**config.mk**
```make
export PLATFORM = sky130hd
export DESIGN_NAME = div_seq
export DESIGN_NICKNAME = d
export VERILOG_FILES = /design/src/rtl/div_seq.sv
export SDC_FILE = /design/constraint.sdc
export NUM_CORES = 1
export LEC_CHECK = 0
export CORE_ASPECT_RATIO = 1.2
export CORE_MARGIN = 10
export CORE_UTILIZATION = 40
export CTS_CLUSTER_SIZE = 30
export DETAILED_ROUTE_END_ITERATION = 10
export PLACE_DENSITY = 0.59
export SLEW_MARGIN = 10
export SYNTH_ARGS = -nofsm -noshare
export SYNTH_HDL_FRONTEND = slang
export SYNTH_SLANG_ARGS = --single-unit
```
**constraint.sdc**
```tcl
create_clock -name clk -period 7.95 [get_ports clk]
set_clock_uncertainty 0.1 [all_clocks]
set_input_delay 1.59 -clock clk [delete_from_list [all_inputs] [get_ports clk]]
set_output_delay 1.59 -clock clk [all_outputs]
set_load 0.005 [all_outputs]
```
**src/rtl/div_seq.sv**
```systemverilog
// div_seq: multicycle restoring shift-subtract divider (signed/unsigned), one quotient bit per cycle.
// Optional macro DIV_ZERO_CHECK_EN enables the divide-by-zero reject path and the div_zero pulse.
`default_nettype none

module div_seq #(
  parameter int WIDTH = 32
) (
  input  logic             clk,
  input  logic             reset,
  input  logic             div_start,
  input  logic             div_signed,
  input  logic [WIDTH-1:0] dividend,
  input  logic [WIDTH-1:0] divisor,
  output logic             busy,
  output logic             done,
  output logic             div_zero,
  output logic [WIDTH-1:0] quotient,
  output logic [WIDTH-1:0] remainder
);

  localparam int CW = (WIDTH > 2) ? $clog2(WIDTH) : 1;

  typedef enum logic [1:0] {
    S_IDLE = 2'd0,
    S_RUN  = 2'd1,
    S_FIX  = 2'd2,
    S_DONE = 2'd3
  } state_t;

  state_t           state_q, state_d;
  logic [WIDTH-1:0] rem_q, rem_d;
  logic [WIDTH-1:0] quo_q, quo_d;
  logic [WIDTH-1:0] dvs_q, dvs_d;
  logic [CW-1:0]    cnt_q, cnt_d;
  logic             quo_neg_q, quo_neg_d;
  logic             rem_neg_q, rem_neg_d;
  logic             busy_q, busy_d;
  logic             done_q, done_d;
  logic             div_zero_q, div_zero_d;
  logic [WIDTH-1:0] quotient_q, quotient_d;
  logic [WIDTH-1:0] remainder_q, remainder_d;

  logic [WIDTH+1:0] shifted;
  logic [WIDTH+1:0] trial;
  logic [WIDTH-1:0] a_abs;
  logic [WIDTH-1:0] b_abs;
  logic             zero_reject;

  always_comb begin
`ifdef DIV_ZERO_CHECK_EN
    zero_reject = (divisor == '0);
`else
    zero_reject = 1'b0;
`endif
    a_abs   = (div_signed && dividend[WIDTH-1]) ? (~dividend + 1'b1) : dividend;
    b_abs   = (div_signed && divisor[WIDTH-1])  ? (~divisor + 1'b1)  : divisor;
    // Shifted partial remainder needs WIDTH+1 bits; one extra bit carries the trial sign.
    shifted = {1'b0, rem_q, quo_q[WIDTH-1]};
    trial   = shifted - {2'b00, dvs_q};

    state_d     = state_q;
    rem_d       = rem_q;
    quo_d       = quo_q;
    dvs_d       = dvs_q;
    cnt_d       = cnt_q;
    quo_neg_d   = quo_neg_q;
    rem_neg_d   = rem_neg_q;
    busy_d      = busy_q;
    done_d      = 1'b0;
    div_zero_d  = 1'b0;
    quotient_d  = quotient_q;
    remainder_d = remainder_q;

    case (state_q)
      S_IDLE: begin
        busy_d = 1'b0;
        if (div_start && zero_reject) begin
          div_zero_d = 1'b1;
        end else if (div_start) begin
          quo_d     = a_abs;
          dvs_d     = b_abs;
          rem_d     = '0;
          cnt_d     = CW'(WIDTH - 1);
          quo_neg_d = div_signed & (dividend[WIDTH-1] ^ divisor[WIDTH-1]);
          rem_neg_d = div_signed & dividend[WIDTH-1];
          busy_d    = 1'b1;
          state_d   = S_RUN;
        end
      end
      S_RUN: begin
        quo_d = {quo_q[WIDTH-2:0], ~trial[WIDTH+1]};
        rem_d = trial[WIDTH+1] ? shifted[WIDTH-1:0] : trial[WIDTH-1:0];
        if (cnt_q == '0) begin
          state_d = S_FIX;
        end else begin
          cnt_d = cnt_q - 1'b1;
        end
      end
      S_FIX: begin
        quotient_d  = quo_neg_q ? (~quo_q + 1'b1) : quo_q;
        remainder_d = rem_neg_q ? (~rem_q + 1'b1) : rem_q;
        state_d     = S_DONE;
      end
      S_DONE: begin
        busy_d  = 1'b0;
        done_d  = 1'b1;
        state_d = S_IDLE;
      end
      default: state_d = S_IDLE;
    endcase
  end

  always_ff @(posedge clk or posedge reset) begin
    if (reset) begin
      state_q     <= S_IDLE;
      rem_q       <= '0;
      quo_q       <= '0;
      dvs_q       <= '0;
      cnt_q       <= '0;
      quo_neg_q   <= 1'b0;
      rem_neg_q   <= 1'b0;
      busy_q      <= 1'b0;
      done_q      <= 1'b0;
      div_zero_q  <= 1'b0;
      quotient_q  <= '0;
      remainder_q <= '0;
    end else begin
      state_q     <= state_d;
      rem_q       <= rem_d;
      quo_q       <= quo_d;
      dvs_q       <= dvs_d;
      cnt_q       <= cnt_d;
      quo_neg_q   <= quo_neg_d;
      rem_neg_q   <= rem_neg_d;
      busy_q      <= busy_d;
      done_q      <= done_d;
      div_zero_q  <= div_zero_d;
      quotient_q  <= quotient_d;
      remainder_q <= remainder_d;
    end
  end

  assign busy      = busy_q;
  assign done      = done_q;
  assign div_zero  = div_zero_q;
  assign quotient  = quotient_q;
  assign remainder = remainder_q;

endmodule

`default_nettype wire

```
==> summary.txt <==
Global route
  • Vias in the first global route: 9126
  • Gr ovfl total: 0
  • Antenna violations before repair: 0
  • First-pass GRT wire length: 47400 um
  • Largest net degree at the start of global routing: 104
  • GR Util All Layers: 16.6%

Setup path
  • CP Cell Sequence: clkdlybuf4s50_1 > nor4_1 > nand2b_1 > nor4_1 > and2_1 > nand3b_1 > o31ai_1 > nand2_1 > xnor2_1 > o21ai_1
  • Critical path class: in2reg
  • Worst EP arrival: 4.45 ns
  • Max incr delay on CP: 0.50 ns
  • CP Launch Type: input port
  • Worst endpoint required time: 8.14 ns
  • CP Capture Type: flip-flop
  • Worst path slowest cell: nor4_1
  • Critical Path Most Common Cell: nor4_1
  • Max Fanout on Critical Path: 5

Layout
  • FILL cells: 2632
  • Layout overhead on the synthesized area: 19.0%
  • N_diodes: 0
  • Most common cell after layout, fill and taps aside: dfrtp_1
  • Multi-input logic area: 0.00631 mm^2
  • Layout cells sized above 1: 5.26%
  • Post-layout nets: 1507
  • FF+latch area: 0.00428 mm^2
  • Non-filler instance count after layout: 1748
  • Most frequent cells in the layout: dfrtp_1 (171), nand2_1 (154), a21oi_1 (148)

Floorplan
  • Starting Density: 40.7%
  • Width of the die: 172 um
  • Boundary Pins: 135
  • Core box area: 0.0272 mm^2
  • Die area: 0.0347 mm^2
  • Row Count: 66
  • Die height: 202 um

Logic synthesis
  • Distinct cell type count after synthesis: 72
  • Synthesized net count: 1418
  • Synthesized instance count: 1307
  • Synth Area in Compound Gates: 22.2%
  • XOR/XNOR Fraction of Synth Area: 11.6%
  • Post-synthesis mux area share: 1.33%
  • Synthesized flop and latch total: 171
  • Asr flop ratio synth: 100%
  • Yosys top cell area share: 38.7%
  • Synth Area in Adders: 4.93%
  • Sequential cell area fraction in the yosys report: 38.7%
  • Post-synth top area cell: dfrtp_1
  • Simple-gate share of the synthesized area: 16.7%
  • Synthesized area: 0.0111 mm^2
  • Main flop type after synthesis: dfrtp_1
  • Syn avg cell area: 8.46 um^2
  • Yosys Warn Count: 0
  • Largest family of logic cells by synthesized area: compound AO/OA/AOI/OAI gates
  • EDFF count, synth: 0
  • Largest cells by area after synthesis: dfrtp_1 (39%), xor2_1 (7.0%), a21oi_1 (6.7%), nand2_1 (5.3%), ha_1 (4.8%)

CTS
  • H-tree depth: 4
  • Clock Path Buffers: 2
  • Clk Latency, worst-skew pair: 0.43 ns
  • CTS tree: built
  • TritonCTS Buffers: 17
  • Hold buffer count at cts: 0
  • Postcts setup bufs: 0
  • Clock sink count: 171
  • CTS root buffer: clkbuf_16
  • # resized after CTS: 0
  • Clock slew at reported path FFs: 0.06 ns

Drt
  • Detail-routed via count per cell: 5.32
  • Via count: 9308
  • Routed WL per cell: 16.2 um
  • DRT Pass-1 Iters: 5
  • Detailed Route WL: 28400 um
  • Routed Antenna Nets: 0
  • Drt drc: 0
  • Iteration-0 DRC Markers: 586

Hold path
  • Hold crit path type: reg2reg

STA
  • Fmax: 0.235 GHz
  • Unrepaired setup endpoints after global routing: no
  • Pins over their slew limit: 0
  • Worst Max-Slew Pin Slew: 1.11 ns
  • Tmin final: 4.26 ns
  • Slew margin rel.: 25.2%
  • Hold Worst Slack: 0.373 ns
  • Final setup vio count: 0
  • Final period util: 53.6%
  • TNS Setup: 0 ns
  • Final hold violation count: 0

Place
  • DP Cell Count: 1717
  • Port bufs: 133
  • Post-DP HPWL: 21200 um
  • RD Place Congestion: 0.866

Power and ir drop
  • Lkg Pwr: 5.57 nW
  • Peak VDD IR: 0.000243 V
  • P per Cell Area: 448 mW/mm^2

Job
  • Max cap viols: 0

Run status
  • Status: completed
[Yosys cell counts, drive strengths merged, types with 14 or more instances]
library cell / count
xnor2: 58
dfrtp: 171
buf: 14
ha: 42
nand2: 155
xor2: 89
or4: 14
inv: 56
a21oi: 149
clkbuf: 58
or3: 18
nor2: 120
a21o: 20
nor3: 15
o31ai: 33
o21ai: 140
[routing by layer]
layer	share of wire (%)	wire length, um	track usage, %
met1	46	13100	21.9
met2	49	13800	27.7
met3	4.3	1220	2.46
met4	0.81	231	4.19
met5	0	0	0
[sequential cells by signal, indices dropped and copies added, names as in the netlist]
register and flops:
dvs_q 32, state_q 2, remainder 32, quo_neg_q 1, cnt_q 5, done 1, quo_q 32, rem_neg_q 1
rem_q 32, quotient 32, busy 1
[worst max-delay path, delay by kind of cell]
kind | cells | cell delay [ns]
AOI/OAI and AO/OA | 2 | 0.53
xor gates and xnor gates | 1 | 0.19
buffers and inverters | 1 | 0.45
and+or+nand+nor | 6 | 1.69
[layout make-up]
cell class	count	share of cell area, %
multi-input combinational	1008	47.9
sequential	171	32.5
timing repair buffer	142	10.6
clock buffer	18	3.34
tap	340	3.23
inverter	56	1.63
clock inverter	13	0.732
[worst paths after layout]
| kind | start | end | slack, ns | depth (start not counted) |
|---|---|---|---|---|
| setup / recovery | divisor[4] | dvs_q[29]$_DFFE_PP0P_ | 3.69 | 10 |
| hold / removal | busy$_DFFE_PP0P_ | busy$_DFFE_PP0P_ | 0.37 | 2 |
| setup reg to reg | rem_q[17]$_DFFE_PP0P_ | rem_q[23]$_DFFE_PP0P_ | 4.33 | 10 |
| hold reg to reg | busy$_DFFE_PP0P_ | busy$_DFFE_PP0P_ | 0.37 | 2 |
| max in group asynchronous | reset | quo_q[3]$_DFFE_PP0P_ | 4.97 | 3 |
| min in group asynchronous | reset | remainder[8]$_DFFE_PP0P_ | 1.55 | 2 |
[cell families after synthesis]
family / Yosys count
AOI/OAI and AO/OA: 413
muxes: 14
adders and majority gates: 43
xor gates and xnor gates: 147
buffers and inverters: 128
and+or+nand+nor: 390
DFF: 171
other: 1
[where the power goes]
group	switching (mW)	internal, mW	total (mW)
clock	0.361	0.408	0.769
sequential	0.408	1.29	1.70
combinational	1.91	1.52	3.43
[per-stage QoR]
step           total power, mW  utilization, %  instance area (um^2)  setup slack (ns)
6_report                  5.90            48.5                 13200              3.69
5_1_grt                   6.49            48.5                 13200              3.39
4_1_cts                   5.97            48.5                 13200              3.66
3_5_place_dp              5.17            46.5                 12600              3.22
3_3_place_gp              5.12            46.5                 12600              3.26
2_1_floorplan             4.12               -                 11100              1.63
Power figures use the tool's default switching activity.
